### config.mk
export PLATFORM = sky130hd
export DESIGN_NAME = uart_rx_fifo
export DESIGN_NICKNAME = d
export VERILOG_FILES = /design/src/rtl/uart_rx_fifo.sv
export SDC_FILE = /design/constraint.sdc
export NUM_CORES = 1
export LEC_CHECK = 0
export CORE_MARGIN = 10
export CORE_UTILIZATION = 50
export DETAILED_ROUTE_END_ITERATION = 10
export PLACE_DENSITY = 0.7
export SETUP_SLACK_MARGIN = 0.1
export SLEW_MARGIN = 20
export SYNTH_ARGS = -nofsm -noshare
export SYNTH_HDL_FRONTEND = slang
export SYNTH_SLANG_ARGS = --single-unit
export TNS_END_PERCENT = 10
### constraint.sdc
create_clock -name clk -period 3.9 [get_ports clk]
set_input_delay 0.78 -clock clk [delete_from_list [all_inputs] [get_ports clk]]
set_output_delay 0.78 -clock clk [all_outputs]
set_load 0.02 [all_outputs]
### src/rtl/uart_rx_fifo.sv
// Receive-side FIFO for a UART: first-word-fall-through buffer with occupancy
// flags and a sticky overrun indicator for characters dropped while full.
module uart_rx_fifo #(
  parameter int unsigned DATA_BITS   = 8,
  parameter int unsigned DEPTH       = 16,
  parameter int unsigned AFULL_LEVEL = DEPTH - 2
) (
  input  logic                       clk,
  input  logic                       rst,
  input  logic                       i_data_valid,
  input  logic [DATA_BITS-1:0]       i_data,
  output logic [DATA_BITS-1:0]       o_data,
  output logic                       o_data_valid,
  input  logic                       i_data_ready,
  output logic [$clog2(DEPTH):0]     o_count,
  output logic                       o_full,
  output logic                       o_almost_full,
  output logic                       o_overrun,
  input  logic                       i_clear_overrun
);

  localparam int unsigned AW = $clog2(DEPTH);
  localparam int unsigned PW = AW + 1;
  localparam logic [PW-1:0] AFULL = PW'(AFULL_LEVEL);

  logic [DATA_BITS-1:0] mem [DEPTH];
  logic [PW-1:0]        wr_ptr;
  logic [PW-1:0]        rd_ptr;
  logic [PW-1:0]        count;
  logic                 empty;
  logic                 full;
  logic                 pop;
  logic                 push;
  logic                 overrun_set;

  // Pointers carry an extra wrap bit so full and empty are distinguishable.
  always_comb begin
    empty       = (wr_ptr == rd_ptr);
    full        = (wr_ptr[AW-1:0] == rd_ptr[AW-1:0]) && (wr_ptr[AW] != rd_ptr[AW]);
    count       = wr_ptr - rd_ptr;
    pop         = !empty && i_data_ready;
    push        = i_data_valid && (!full || pop);
    overrun_set = i_data_valid && full && !pop;
  end

  always_ff @(posedge clk or posedge rst) begin
    if (rst) begin
      wr_ptr    <= '0;
      rd_ptr    <= '0;
      o_overrun <= 1'b0;
    end else begin
      if (push) wr_ptr <= wr_ptr + PW'(1);
      if (pop)  rd_ptr <= rd_ptr + PW'(1);
      if (overrun_set)          o_overrun <= 1'b1;
      else if (i_clear_overrun) o_overrun <= 1'b0;
    end
  end

  always_ff @(posedge clk) begin
    if (push) mem[wr_ptr[AW-1:0]] <= i_data;
  end

  always_comb begin
    o_data        = mem[rd_ptr[AW-1:0]];
    o_data_valid  = !empty;
    o_count       = count;
    o_full        = full;
    o_almost_full = (count >= AFULL);
  end

endmodule
; Word-level counts from Yosys, hierarchy flattened
; Memory sizes are Yosys's and may differ from the RTL's.
; Cells that the tools add are included.
; W data, S select, Z words.
[totals]
reg_bits = 11
ramBits = 128
inputBits = 13
output_inout_bits = 17
word_cells = 25
mem_count = 1
[op_classes]
addsub = 3
n_lt_le_gt_ge = 1
n_eq_ne = 3
muxes = 4
n_reduce_logical = 10
[mem_list]
columns = memory, words, word_bits, read_ports, rd_clocked_by_memory_dff, wr, line
row1 = mem, 16, 8, 1, 0, 1, 26  ; logic [DATA_BITS-1:0] mem [DEPTH];
[ops]
columns = op, n
row1 = $add A5 B1 Y5 const B, 2
row2 = $eq A5 B5 Y1, 1
row3 = $ge A5 B4 Y1 const B, 1
row4 = $logic_and A1 B1 Y1, 5
row5 = $sub A5 B5 Y5, 1
row6 = $eq A4 B4 Y1, 1
row7 = $mux W1, 4
row8 = $logic_not A1 Y1, 3
row9 = $reduce_bool A2 Y1, 1
row10 = $logic_or A1 B1 Y1, 1
row11 = $ne A1 B1 Y1, 1

; Depth between registers and ports, before layout
; Gate-level depths: netlist (run 1).
[logic_depth]
ltp_word = 7
ltp_mapped = 9
ltp_nobuf = 8

; Least setup slack after synthesis (run 1)
; OpenSTA, ideal clock, no wires.
[synth_timing]
path_type = register to output
from = register rd_ptr[1]
to = output o_almost_full
arrival_ns = 2.243
required_ns = 3.120
path_slack_ns = 0.877
path_stages_with_launch = 9
n_path_buf = 2
path_cell_list = dfrtp_1 > buf_2 > buf_1 > inv_1 > fa_1 > a21o_1 > a21oi_1 > xnor2_1 > a41o_1
[synth_between]
elab_chain_len = 2
[synth_lines]
columns = element, line
row1 = start: declaration, 28  ; logic [PW-1:0] rd_ptr;
row2 = start signal: assignment, 53  ; if (pop) rd_ptr <= rd_ptr + PW'(1);
row3 = $sub A5 B5 Y5, 40  ; count = wr_ptr - rd_ptr;
row4 = via o_count[4], 15  ; output logic [$clog2(DEPTH):0] o_count,
row5 = $ge A5 B4 Y1, 68  ; o_almost_full = (count >= AFULL);
row6 = end: declaration, 17  ; output logic o_almost_full,
; The timed path passes the listed nets, and every way through them passes these cells.

; Worst setup path after layout (run 1)
[layout_timing]
from = register wr_ptr[0]
to = output o_count[4]
[layout_between]
elab_chain_len = 1
[layout_lines]
columns = element, line
row1 = start: declaration, 27  ; logic [PW-1:0] wr_ptr;
row2 = start signal: assignment, 52  ; if (push) wr_ptr <= wr_ptr + PW'(1);
row3 = $sub A5 B5 Y5, 40
row4 = end: declaration, 15
; No other way between the ends.

==> results.json, run 1 <==
{
  "status": "complete, no violations",
  "wl_um": 10550,
  "io_buffers": 29,
  "wl_per_cell_um": 21.44,
  "drv_cap": 0,
  "fill_cells": 774,
  "critPathCaptureType": "output port",
  "cts_num_sinks": 139,
  "grt_max_degree": 36,
  "hp-start": "rd_ptr[4]",
  "setup_viol_count_final": 0,
  "post_cts_resized": 0,
  "ff2ff_setup_slack_ns": 1.21,
  "io_pins": 30,
  "min_period_over_period_pct": 90.17,
  "rr_endpoint": "mem[4][6]",
  "syn2layout_area_growth_pct": 20.67,
  "vias_per_cell": 5.579,
  "max-slew-margin-rel_pct": 41.46,
  "grt_util_all_layers_pct": 13.57,
  "start_util_pct": 51.48,
  "ctsHoldBuffers": 0,
  "drive_above_1_share_pct": 23.58,
  "cts.path.max_buffers": 2,
  "crit_path_max_incr_delay_ns": 0.64,
  "chipWidth_um": 126.1,
  "period_needed_ns": 3.517,
  "n_antenna_cell": 0,
  "cts_buffers": 17,
  "synth.net_count": 311,
  "fin_nets": 362,
  "path_max_fanout": 5,
  "seq_area_frac_synth_pct": 73.17,
  "grt_pass1_vias": 2915,
  "ys_seq_elements": 139,
  "synth_enable_flop_cells": 128,
  "routabilityCongestion": 0.7557,
  "cellPowerDensity_nw_per_um2": 851.8,
  "postRouteAntennaNets": 0,
  "final_cell_mix": "edfxtp_1, mux4_2, clkdlybuf4s50_1, nor2_1, clkbuf_16",
  "worstPathRequired_ns": 3.12,
  "utilization_pct": 62.12,
  "syn_area_um2": 5629,
  "yosysUniqueCellTypes": 37,
  "async_flop_share_pct": 7.914,
  "path_clk_slew_ns": 0.05,
  "num_vias": 2745,
  "cts_setup_buffers": 0,
  "cts_root_buf": "clkbuf_16",
  "overflow": 0,
  "report.final.hold_viol_count": 0,
  "hpwlAfterDp_um": 6730,
  "slew_violations": 0,
  "clock_latency_ns": 0.41,
  "holdPathStages": 1,
  "cts_tree": "done",
  "die_h_um": 126.1,
  "reg2reg_depth": 5,
  "max_freq_ghz": 0.2844,
  "mostFrequentLayoutCell": "edfxtp_1",
  "syn_inst": 288,
  "syn_area_per_cell_um2": 19.55,
  "antenna_found_initial": 0,
  "finalClockSkew_ns": 0.01399,
  "row_count": 38,
  "die_area_um2": 15900,
  "htree_levels": 4,
  "whs_endpoint": "rd_ptr[4]",
  "rsz0062_at_grt": "false",
  "drt-pass1-iter-count": 4,
  "start_kind": "register",
  "synth_flop_cell": "edfxtp_1",
  "worst_r2r_startpoint": "wr_ptr[3]",
  "crit_chain": "inv_1 -> ha_1 -> inv_1 -> fa_1 -> a21o_1 -> a21oi_1 -> xnor2_1 -> clkdlybuf4s50_1",
  "worst_pin_slew_ns": 0.8749,
  "power.leakage_nw": 2.324,
  "worst_ep_arrival_time_ns": 2.74,
  "drt_iter0_markers": 237,
  "yosysWarnings": 0,
  "path_common_cell": "inv_1",
  "drc": 0,
  "tns_ns": 0,
  "grt_pass1_wl_um": 16460,
  "vdd_drop_max_v": 0.0004944,
  "slowest_stage": "clkdlybuf4s50_1",
  "min_path_type": "register to register",
  "core_area_um2": 10940,
  "critPathKind": "register to output port"
}
==> worst max path at each step <==
stage | start | endpoint | slack [ns] | cells after the start
floorplan | rd_ptr[1] | o_almost_full | 0.88 | 8
global placement | wr_ptr[0] | o_almost_full | 0.77 | 9
detailed placement | wr_ptr[0] | o_almost_full | 0.72 | 9
CTS | wr_ptr[0] | o_almost_full | 0.27 | 9
global route | wr_ptr[0] | o_count[4] | 0.19 | 8
finish | wr_ptr[0] | o_count[4] | 0.38 | 8
==> registers in the layout (all words and copies together), names as in the netlist <==
signal / count
rd_ptr: 5
mem: 128
o_overrun: 1
wr_ptr: 5
==> power by group <==
group | switching (W) | total [W] | internal, W
registers | 0.000106 | 0.00193 | 0.00182
logic | 0.00113 | 0.00215 | 0.00102
clock network | 0.000580 | 0.00170 | 0.00112
total | 0.00182 | 0.00579 | 0.00397
==> layout make-up <==
class | count | area [µm²] | area share [%]
Timing Repair Buffer | 43 | 410.4 | 6.042
Clock buffer | 22 | 474.2 | 6.981
Inverter | 10 | 37.54 | 0.5526
Sequential cell | 139 | 4120 | 60.66
Tap cell | 140 | 175.2 | 2.579
Multi-Input combinational cell | 128 | 1413 | 20.80
Clock inverter | 10 | 162.7 | 2.395
==> metal layers <==
metal  up-vias  wire (µm)  GRT usage, %
met3        13        579         3.943
met4         0        104         4.689
li1       1262          -             -
met1      1402       4627         17.31
met2        68       5240         21.74
met5         -          0             0
==> cell families (layout without fill, tap and decap cells) <==
| kind of cell | count (synthesis) | in the layout | share of synthesized area (%) |
|---|---|---|---|
| buffers and inverters | 21 | 85 | 1.734 |
| XOR/XNOR | 11 | 11 | 1.845 |
| adder cells (fa/ha/maj) | 10 | 10 | 2.356 |
| multiplexers | 34 | 34 | 13.27 |
| AO/OA/AOI/OAI | 24 | 24 | 3.512 |
| flip-flops | 139 | 139 | 73.17 |
| AND/OR/NAND/NOR | 49 | 49 | 4.112 |
==> per-stage QoR <==
stage	area (µm²)	hold slack, ns	power [W]	cells	worst slack [ns]
6_report	6793	0.5192	0.005786	492	0.3834
3_5_place_dp	6153	0.5200	0.004153	460	0.7171
4_1_cts	6790	0.5274	0.005858	492	0.2738
3_3_place_gp	6153	0.5084	0.004118	460	0.7652
5_1_grt	6793	0.5335	0.006076	492	0.1928
2_1_floorplan	5629	0.4958	0.003359	288	0.8766
==> synthesized netlist by cell type, types with 2 or more instances <==
library cell,n,area (µm²)
a22oi_1,16,120.1
buf_1,3,11.26
buf_2,3,15.01
buf_4,2,15.01
clkbuf_1,2,7.510
dfrtp_1,11,275.3
edfxtp_1,128,3844
ha_1,9,112.6
inv_1,10,37.54
mux4_2,32,720.7
nand2_1,10,37.54
nand2b_1,2,12.51
nand3_1,6,30.03
nand4_1,2,12.51
nor2_1,18,67.56
nor3_1,4,20.02
or3_1,2,12.51
xnor2_1,8,70.07
xor2_1,2,17.52
==> critical path, delay by kind of cell (launching register included) <==
kind            cells  cell delay [ns]
buf+inv             3             0.82
fa+ha+maj           2             0.56
flops               1             0.43
compound gates      2             0.35
xor+xnor            1             0.17
No activity file was read; power rests on OpenSTA's default activity.
==> run 2, diff against run 1 <==
- CORE_UTILIZATION: 50 -> 41
- PLACE_DENSITY: 0.7 -> 0.6
==> run 2 against run 1 <==
Compared with the run above: register-to-register slack lost 0.21 ns; die area is 18% higher; maximum frequency is 3.4% lower; combinational power is 4% higher; clock power is 13% lower; non-clock buffer count increased by 3; clock skew shrank 0.0065 ns; worst hold slack improved by 0.0012 ns; cell area shrank 0.42%; final cell count rose by 7.7%; flip-flop and latch count did not move; via count rose by 2.8%; critical path type unchanged; largest cell class unchanged; largest power group unchanged.
==> results.json, run 2 (synthesis gave the netlist of run 1 again) <==
{
  "status": "complete, no violations",
  "critPathKind": "register to output port",
  "vias_per_cell": 5.325,
  "use_met2_pct": 20.24,
  "tns_ns": 0,
  "wl_um": 11250,
  "use_met1_pct": 16.60,
  "die_h_um": 137.2,
  "core_area_um2": 13350,
  "crit_chain": "inv_1 -> ha_1 -> inv_1 -> fa_1 -> a21o_1 -> a21oi_1 -> xnor2_1 -> a41o_1 -> clkdlybuf4s50_1",
  "ff2ff_setup_slack_ns": 1.00,
  "worst_pin_slew_ns": 0.9763,
  "grt_max_degree": 28,
  "period_needed_ns": 3.641,
  "grt_pass1_wl_um": 17510,
  "max-slew-margin-rel_pct": 34.67,
  "syn2layout_area_growth_pct": 20.16,
  "io_buffers": 29,
  "n_antenna_cell": 0,
  "slew_violations": 0,
  "cts_buffers": 17,
  "clock_latency_ns": 0.42,
  "drt_iter0_markers": 281,
  "power.leakage_nw": 2.288,
  "hp-start": "rd_ptr[4]",
  "cellPowerDensity_nw_per_um2": 834.1,
  "antenna_found_initial": 0,
  "critPathCaptureType": "output port",
  "vdd_drop_max_v": 0.0004953,
  "start_util_pct": 42.17,
  "holdPathStages": 1,
  "whs_endpoint": "rd_ptr[4]",
  "rsz0062_at_grt": "false",
  "min_period_over_period_pct": 93.37,
  "path_max_fanout": 5,
  "cts_tree": "done",
  "report.final.hold_viol_count": 0,
  "ctsHoldBuffers": 0,
  "drv_cap": 0,
  "max_freq_ghz": 0.2746,
  "power_w": 0.005642,
  "largest_register_ffs": 128,
  "drive_above_1_share_pct": 22.88,
  "grt.busiest_layer": "met2",
  "worstPathRequired_ns": 3.12,
  "htree_levels": 4,
  "setup_viol_count_final": 0,
  "worst_ep_arrival_time_ns": 2.86,
  "io_pins": 30,
  "reg2reg_depth": 7,
  "cts_root_buf": "clkbuf_16",
  "num_vias": 2822,
  "postRouteAntennaNets": 0,
  "row_count": 42,
  "crit_path_max_incr_delay_ns": 0.60,
  "cts.path.max_buffers": 2,
  "min_path_type": "register to register",
  "hpwlAfterDp_um": 7174,
  "overflow": 0,
  "final_cell_mix": "edfxtp_1, mux4_2, clkdlybuf4s50_1, nor2_1, clkbuf_16",
  "slowest_stage": "clkdlybuf4s50_1",
  "mostFrequentLayoutCell": "edfxtp_1",
  "fin_nets": 365,
  "finalClockSkew_ns": 0.007512,
  "routabilityCongestion": 0.7258,
  "drc": 0,
  "wl_per_cell_um": 21.22,
  "chipWidth_um": 137.2,
  "die_area_um2": 18820,
  "worst_r2r_startpoint": "rd_ptr[1]",
  "grt_pass1_vias": 2958,
  "path_clk_slew_ns": 0.05,
  "cts_num_sinks": 139,
  "rr_endpoint": "mem[5][7]",
  "drt-pass1-iter-count": 4,
  "start_kind": "register",
  "path_common_cell": "inv_1",
  "gr-usage-met3_pct": 3.168,
  "grt_util_all_layers_pct": 12.92
}
==> run 2: how the worst max path moves through the flow <==
| stage | start | slack, ns | to |
|---|---|---|---|
| 6_report | wr_ptr[0] | 0.26 | o_almost_full |
| 5_1_grt | wr_ptr[0] | 0.11 | o_almost_full |
| 4_1_cts | rd_ptr[0] | 0.14 | o_almost_full |
| 3_5_place_dp | rd_ptr[0] | 0.60 | o_almost_full |
| 3_3_place_gp | rd_ptr[0] | 0.62 | o_almost_full |
| 2_1_floorplan | rd_ptr[1] | 0.88 | o_almost_full |
==> run 2: power by group <==
group / switching [W] / total (W) / internal [W]
Clock: 0.000560 / 0.00148 / 0.000922
Combinational: 0.00117 / 0.00223 / 0.00106
Sequential: 0.000105 / 0.00193 / 0.00183
Total: 0.00183 / 0.00564 / 0.00381
==> run 2: repair_timing <==
action,CTS,global route
gates resized for setup,0,1
endpoints found under the setup margin,0,1
buffers inserted,0,5
==> run 2: layout make-up <==
class,count,area (µm²)
multi-input cells,128,1413
inverters,10,37.54
clock inverters,11,103.9
fillers,1123,6584
well taps,176,220.2
flip-flops and latches,139,4123
repair buffers,46,430.4
clock buffers,20,436.7
==> run 2: metal layers <==
layer  share of wire, %  wire, µm  vias up
met3                4.3       484       17
li1                   -         -     1275
met1                 44      4931     1470
met5                  0         0        -
met2                 50      5632       60
met4                1.8       197        0
==> run 2: critical path: cells and delay by family (launching register included) <==
family / cells / cell delay (ns)
flops: 1 / 0.43
compound gates: 3 / 0.48
xor+xnor: 1 / 0.16
buf+inv: 3 / 0.80
fa+ha+maj: 2 / 0.57
==> run 2: through the flow <==
step / utilization [%] / setup slack (ns) / hold slack, ns / cells / area (µm²)
6_report: 50.67 / 0.2586 / 0.5205 / 530 / 6764
4_1_cts: 50.38 / 0.1443 / 0.5261 / 525 / 6724
3_5_place_dp: 46.33 / 0.5988 / 0.5177 / 494 / 6183
2_1_floorplan: - / 0.8766 / 0.4958 / 288 / 5629
3_3_place_gp: 46.33 / 0.6228 / 0.5112 / 494 / 6183
5_1_grt: 50.67 / 0.1105 / 0.5511 / 530 / 6764
